===== config.mk =====
export PLATFORM = sky130hd
export DESIGN_NAME = mu_mac4_flat
export DESIGN_NICKNAME = d
export VERILOG_FILES = /design/src/rtl/mu_mac4_if.sv /design/src/rtl/mu_mac4.sv /design/src/flat_wrapper.sv
export SDC_FILE = /design/constraint.sdc
export NUM_CORES = 1
export LEC_CHECK = 0
export BUFFER_PORTS_ARGS = -buffer_cell sky130_fd_sc_hd__buf_4
export CORE_UTILIZATION = 42
export DETAILED_ROUTE_END_ITERATION = 16
export GPL_TIMING_DRIVEN = 0
export MAX_ROUTING_LAYER = met4
export SYNTH_ARGS = -nofsm -noshare
export SYNTH_HDL_FRONTEND = slang
export SYNTH_SLANG_ARGS = --single-unit

===== constraint.sdc =====
create_clock -name clk -period 7.3 [get_ports clk]
set_input_delay 1.46 -clock clk [delete_from_list [all_inputs] [get_ports clk]]
set_output_delay 1.46 -clock clk [all_outputs]
set_load 0.05 [all_outputs]

===== src/rtl/mu_mac4_if.sv =====
// Stream-side bundle of the four-lane MAC stage: sample/coefficient input,
// abort, and the result set with its web strobe.
interface mu_mac4_if #(
    parameter int DATA_W = 8,
    parameter int COEF_W = 7,
    parameter int OUT_W  = 18
);
    logic              in_valid;
    logic              in_ready;
    logic [DATA_W-1:0] data_in;
    logic [COEF_W-1:0] coef1;
    logic [COEF_W-1:0] coef2;
    logic [COEF_W-1:0] coef3;
    logic [COEF_W-1:0] coef4;
    logic              abort;
    logic              web;
    logic [OUT_W-1:0]  MU1;
    logic [OUT_W-1:0]  MU2;
    logic [OUT_W-1:0]  MU3;
    logic [OUT_W-1:0]  MU4;
    logic              busy;

    modport master (
        output in_valid, data_in, coef1, coef2, coef3, coef4, abort,
        input  in_ready, web, MU1, MU2, MU3, MU4, busy
    );

    modport slave (
        input  in_valid, data_in, coef1, coef2, coef3, coef4, abort,
        output in_ready, web, MU1, MU2, MU3, MU4, busy
    );
endinterface


===== src/rtl/mu_mac4.sv =====
// Four-lane saturating multiply-accumulate: K products per lane, then a one-cycle
// web strobe with MU1..MU4, followed by a HOLD_CYC-cycle drain window.
module mu_mac4 #(
    parameter int K        = 4,
    parameter int DATA_W   = 8,
    parameter int COEF_W   = 7,
    parameter int OUT_W    = 18,
    parameter int HOLD_CYC = 4
) (
    input  logic       clk,
    input  logic       rst,
    mu_mac4_if.slave   bus
);
    localparam int PROD_W = DATA_W + COEF_W;
    localparam int CNT_W  = (K < 2) ? 1 : $clog2(K);
    localparam int HOLD_W = (HOLD_CYC < 2) ? 1 : $clog2(HOLD_CYC + 1);

    typedef enum logic [1:0] {S_IDLE, S_ACC, S_HOLD} state_t;

    state_t            state_q, state_d;
    logic [CNT_W-1:0]  cnt_q;
    logic [HOLD_W-1:0] hold_q;
    logic              web_q;
    logic              in_ready;
    logic              busy;
    logic              abort_eff;
    logic              accept;
    logic              last_acc;
    logic [COEF_W-1:0] coef [4];

    assign coef[0] = bus.coef1;
    assign coef[1] = bus.coef2;
    assign coef[2] = bus.coef3;
    assign coef[3] = bus.coef4;

    // An abort during HOLD is ignored: the result already issued stands.
    assign abort_eff = bus.abort && (state_q != S_HOLD);
    assign accept    = bus.in_valid && in_ready && !abort_eff;
    assign last_acc  = accept && (cnt_q == CNT_W'(K - 1));

    always_ff @(posedge clk) begin
        if (rst) begin
            state_q <= S_IDLE;
        end else begin
            state_q <= state_d;
        end
    end

    always_comb begin
        state_d = state_q;
        unique case (state_q)
            S_IDLE, S_ACC: begin
                if (abort_eff) begin
                    state_d = S_IDLE;
                end else if (last_acc) begin
                    state_d = S_HOLD;
                end else if (accept) begin
                    state_d = S_ACC;
                end
            end
            S_HOLD: begin
                if (hold_q <= HOLD_W'(1)) begin
                    state_d = S_IDLE;
                end
            end
            default: state_d = S_IDLE;
        endcase
    end

    // in_ready is a pure function of state, never of in_valid.
    always_comb begin
        in_ready = (state_q != S_HOLD);
        busy     = (state_q != S_IDLE);
    end

    always_ff @(posedge clk) begin
        if (rst) begin
            cnt_q  <= '0;
            hold_q <= '0;
            web_q  <= 1'b0;
        end else begin
            web_q <= last_acc;
            if (state_q == S_HOLD && hold_q != '0) begin
                hold_q <= hold_q - HOLD_W'(1);
            end
            if (abort_eff) begin
                cnt_q <= '0;
            end else if (last_acc) begin
                cnt_q  <= '0;
                hold_q <= HOLD_W'(HOLD_CYC);
            end else if (accept) begin
                cnt_q <= cnt_q + CNT_W'(1);
            end
        end
    end

    generate
        for (genvar gi = 0; gi < 4; gi++) begin : g_lane
            logic [PROD_W-1:0] prod;
            logic [OUT_W:0]    sum_full;
            logic [OUT_W-1:0]  sum_sat;
            logic [OUT_W-1:0]  acc_q;
            logic [OUT_W-1:0]  mu_q;

            assign prod     = PROD_W'(bus.data_in) * PROD_W'(coef[gi]);
            assign sum_full = {1'b0, acc_q} + (OUT_W + 1)'(prod);
            assign sum_sat  = sum_full[OUT_W] ? '1 : sum_full[OUT_W-1:0];

            // acc_q is zero whenever the stage is idle, so the first accept
            // simply loads the product.
            always_ff @(posedge clk) begin
                if (rst) begin
                    acc_q <= '0;
                    mu_q  <= '0;
                end else if (abort_eff) begin
                    acc_q <= '0;
                end else if (last_acc) begin
                    acc_q <= '0;
                    mu_q  <= sum_sat;
                end else if (accept) begin
                    acc_q <= sum_sat;
                end
            end
        end
    endgenerate

    assign bus.in_ready = in_ready;
    assign bus.busy     = busy;
    assign bus.web      = web_q;
    assign bus.MU1      = g_lane[0].mu_q;
    assign bus.MU2      = g_lane[1].mu_q;
    assign bus.MU3      = g_lane[2].mu_q;
    assign bus.MU4      = g_lane[3].mu_q;
endmodule

===== src/flat_wrapper.sv =====
// flat-port wrapper written by rule: the top's interface ports become plain ports
module mu_mac4_flat 
#(
    parameter int K        = 4,
    parameter int DATA_W   = 8,
    parameter int COEF_W   = 7,
    parameter int OUT_W    = 18,
    parameter int HOLD_CYC = 4
)
  (clk, rst, bus_in_valid, bus_data_in, bus_coef1, bus_coef2, bus_coef3, bus_coef4, bus_abort, bus_in_ready, bus_web, bus_MU1, bus_MU2, bus_MU3, bus_MU4, bus_busy);
  mu_mac4_if #(.DATA_W(DATA_W), .COEF_W(COEF_W), .OUT_W(OUT_W)) bus_i ();
  input  logic clk;
  input  logic rst;
  input wire logic [$bits(bus_i.in_valid)-1:0] bus_in_valid;
  input wire logic [$bits(bus_i.data_in)-1:0] bus_data_in;
  input wire logic [$bits(bus_i.coef1)-1:0] bus_coef1;
  input wire logic [$bits(bus_i.coef2)-1:0] bus_coef2;
  input wire logic [$bits(bus_i.coef3)-1:0] bus_coef3;
  input wire logic [$bits(bus_i.coef4)-1:0] bus_coef4;
  input wire logic [$bits(bus_i.abort)-1:0] bus_abort;
  output wire logic [$bits(bus_i.in_ready)-1:0] bus_in_ready;
  output wire logic [$bits(bus_i.web)-1:0] bus_web;
  output wire logic [$bits(bus_i.MU1)-1:0] bus_MU1;
  output wire logic [$bits(bus_i.MU2)-1:0] bus_MU2;
  output wire logic [$bits(bus_i.MU3)-1:0] bus_MU3;
  output wire logic [$bits(bus_i.MU4)-1:0] bus_MU4;
  output wire logic [$bits(bus_i.busy)-1:0] bus_busy;
  assign bus_i.in_valid = bus_in_valid;
  assign bus_i.data_in = bus_data_in;
  assign bus_i.coef1 = bus_coef1;
  assign bus_i.coef2 = bus_coef2;
  assign bus_i.coef3 = bus_coef3;
  assign bus_i.coef4 = bus_coef4;
  assign bus_i.abort = bus_abort;
  assign bus_in_ready = bus_i.in_ready;
  assign bus_web = bus_i.web;
  assign bus_MU1 = bus_i.MU1;
  assign bus_MU2 = bus_i.MU2;
  assign bus_MU3 = bus_i.MU3;
  assign bus_MU4 = bus_i.MU4;
  assign bus_busy = bus_i.busy;
  mu_mac4 #(.K(K), .DATA_W(DATA_W), .COEF_W(COEF_W), .OUT_W(OUT_W), .HOLD_CYC(HOLD_CYC)) u_core (.clk(clk), .rst(rst), .bus(bus_i));
endmodule

==> results.sh <==
export IMPL_drt_iter0_markers=1002
export IMPL_die_h_um=194.2
export IMPL_maxCapViolCount=0
export IMPL_grt_max_degree=17
export IMPL_num_vias=13190
export IMPL_grt_pass1_wl_mm=73.97
export IMPL_wl_per_cell_um=19.69
export IMPL_finalCritPeriodShare_pct=92.92
export IMPL_cp_top_family="adder cells"
export IMPL_rr_endpoint="u_core.bus.MU1[13]$_SDFFE_PP0P_"
export IMPL_hold_viol=0
export IMPL_tightest_slew_ps=1109
export IMPL_nNetsFinal=2313
export IMPL_critPathKind="primary input to register"
export IMPL_cp_start_kind="primary input"
export IMPL_setup_violations_final=0
export IMPL_status="completed"
export IMPL_clock_skew_ps=13.54
export IMPL_layout_drive_gt1_share_pct=10.44
export IMPL_io_pins=115
export IMPL_critical_path_peak_fanout=10
export IMPL_cts_htree_levels=4
export IMPL_yosys_area_top_type_share_pct=21.67
export IMPL_r2r_start="u_core.g_lane[0].acc_q[7]$_SDFFE_PP0P_"
export IMPL_cts_tree="yes"
export IMPL_ir_worst_vdd_v=0.0001589
export IMPL_fp_row_count=70
export IMPL_cpMaxStageDelayCell="clkbuf_1"
export IMPL_synthCells=1816
export IMPL_finalMaxSlewViolations=0
export IMPL_p_total_mw=4.153
export IMPL_maxSlewHeadroom_pct=26.10
export IMPL_postCtsResizedCells=0
export IMPL_final_cell_mix="inv_1 (317), fa_1 (168), ha_1 (164)"
export IMPL_hold_start="u_core.cnt_q[1]$_SDFFE_PP0P_"
export IMPL_min_path_cells=2
export IMPL_reg2regPathDepth=15
export IMPL_core_area_um2=36520
export IMPL_vias_per_cell=5.439
export IMPL_ant_nets=0
export IMPL_dr_pass1_iters=5
export IMPL_ys_async_sr_fraction_pct=0
export IMPL_rsz0062_at_grt="no"
export IMPL_ys_warn_count=0
export IMPL_yosysUniqueCellTypes=71
export IMPL_clkTransAtPathRegs_ps=70
export IMPL_cp_required_ps=7630
export IMPL_mostFrequentLayoutCell="inv_1"
export IMPL_path_common_cell="fa_1"
export IMPL_die_w_um=194.2
export IMPL_grt_overflow=0
export IMPL_grtUsageTotal_pct=26.50
export IMPL_synth_seq_cells=152
export IMPL_die_area_um2=37720
export IMPL_rrSetupSlack_ps=3170
export IMPL_ctsHoldBuffers=0
export IMPL_clock_latency_ps=460
export IMPL_critPathMaxStageDelay_ps=680
export IMPL_cts_buffers=17
export IMPL_initial_core_util_pct=42.49
export IMPL_area_growth_pct=12.78
export IMPL_root_buffer="clkbuf_16"
export IMPL_clock_sinks=152
export IMPL_ys_flop_type="dfxtp_1"
export IMPL_final_core_util_pct=47.92
export IMPL_antenna_found_initial=1
export IMPL_crit_buf_inv=6
export IMPL_finalSetupTns_ps=0
export IMPL_endpoint_kind="register"
export IMPL_crit_chain="clkbuf_1 > clkbuf_1 > nand2_1 > fa_1 > inv_1 > fa_1 > inv_1 > fa_1 > fa_1 > inv_1 > ha_1 > a21oi_2 > nand2_1 > a221oi_2 > a41oi_4 > nor2_4 > buf_2 > a21oi_1"
export IMPL_synth_edff_count=0
export IMPL_gp_congestion=0.9123
export IMPL_hpwl_mm=37.48
export IMPL_synthTopCellsByArea="fa_1 (22%), dfxtp_1 (20%), ha_1 (13%)"
export IMPL_fin_crit_ps=6783
export IMPL_cts_setup_buffers=0
export IMPL_yosysSeqAreaShare_pct=19.61
export IMPL_syn_avg_cell_area_um2=8.545
export IMPL_hold_class="register to register"
export IMPL_grt_pass1_vias=12990
export IMPL_max_freq_mhz=147.4
export IMPL_yosysTopAreaCell="fa_1"
export IMPL_power_density_nw_per_um2=237.3
export IMPL_whs_endpoint="u_core.cnt_q[1]$_SDFFE_PP0P_"
export IMPL_cellLeakagePower_nw=8.177
export IMPL_netlist_area_um2=15520
export IMPL_drcViolationCount=0
export IMPL_numPortBuffers=106
export IMPL_synthesis_nets=2188
export IMPL_wl_mm=47.74
export IMPL_clockBufferDepth=2
export IMPL_cp_data_arrival_time_ps=7120
[metrics by stage]
| stage | hold WS, ps | cell area [um^2] | cells | setup slack, ps |
|---|---|---|---|---|
| 6_report | 469.0 | 17500 | 2425 | 517.1 |
| 5_1_grt | 491.3 | 17500 | 2423 | 296.8 |
| 4_1_cts | 467.1 | 17490 | 2422 | 545.2 |
| 3_5_place_dp | 457.4 | 16900 | 2390 | 63.58 |
| 3_3_place_gp | 447.9 | 16900 | 2390 | 121.0 |
| 2_1_floorplan | 440.0 | 15520 | 1816 | 1474 |
[flip-flops by register name (all words and copies together), names as in the netlist]
signal / cells
u_core.g_lane.acc_q: 72
u_core.bus.MU1: 18
u_core.bus.MU2: 18
u_core.bus.MU3: 18
u_core.bus.MU4: 18
u_core.hold_q: 3
u_core.cnt_q: 2
u_core.state_q: 2
u_core.bus.web: 1
[how the worst max path moves through the flow]
stage                              start                                       to  slack [ps]  depth (start not counted)
after floorplan           bus_data_in[6]  u_core.g_lane[1].acc_q[15]$_SDFFE_PP0P_        1470                         18
after global placement    bus_data_in[6]  u_core.g_lane[1].acc_q[11]$_SDFFE_PP0P_         120                         18
after detailed placement  bus_data_in[6]  u_core.g_lane[1].acc_q[16]$_SDFFE_PP0P_          60                         18
after CTS                 bus_data_in[6]  u_core.g_lane[1].acc_q[10]$_SDFFE_PP0P_         550                         18
after global routing      bus_data_in[6]  u_core.g_lane[1].acc_q[16]$_SDFFE_PP0P_         300                         18
final                     bus_data_in[6]  u_core.g_lane[1].acc_q[10]$_SDFFE_PP0P_         520                         18
[layer usage]
metal	vias to the layer above	track usage, %	wire length (um)
met3	63	3.479	2862
met5	-	-	0
met2	426	41.31	21750
met4	0	8.230	1221
met1	6502	35.70	21900
li1	6198	-	-
[Yosys cell counts (23+ instances only)]
library cell  instances
a21oi_1             100
clkbuf_1             60
inv_1               317
o21ai_0              75
nand2_1             131
nor2_1              143
and2_1              141
dfxtp_1             152
a211oi_1             54
ha_1                164
xnor2_1              23
fa_1                168
[cell type report]
cell class / instances / area [um^2]
diodes: 3 / 7.507
inverters: 317 / 1190
clock buffers: 18 / 439.2
repair buffers: 106 / 795.8
well taps: 468 / 585.6
fillers: 3600 / 19020
flip-flops and latches: 152 / 3043
clock inverters: 14 / 155.1
plain buffers: 84 / 370.4
multi-input cells: 1263 / 10910
[power breakdown]
part | switching (mW) | internal (mW)
registers | 0.0131 | 0.849
logic | 1.50 | 0.858
clock network | 0.440 | 0.495
total | 1.95 | 2.20
[cell families (layout without fill, tap and decap cells)]
group / Yosys count / count (layout) / share of synthesized area [%]
AND/OR/NAND/NOR: 506 / 506 / 15.93
buffers and inverters: 401 / 539 / 10.05
AO/OA/AOI/OAI: 384 / 384 / 17.17
adder cells (fa/ha/maj): 332 / 332 / 34.90
flip-flops: 152 / 152 / 19.61
XOR/XNOR: 38 / 38 / 2.145
multiplexers: 3 / 3 / 0.1935
other: 0 / 3 / 0
[worst reg2reg max path, cell delays in order (launching register included)]
cell      delay (ps)
dfxtp_1          330
inv_1             60
fa_1             530
inv_1             50
fa_1             530
inv_1             50
fa_1             490
inv_1             50
ha_1             350
o211ai_1         120
a21o_1           210
a21o_1           200
a31oi_2          410
buf_4            280
nor2_1           130
a211oi_1         240
Power figures use the tool's default switching activity.
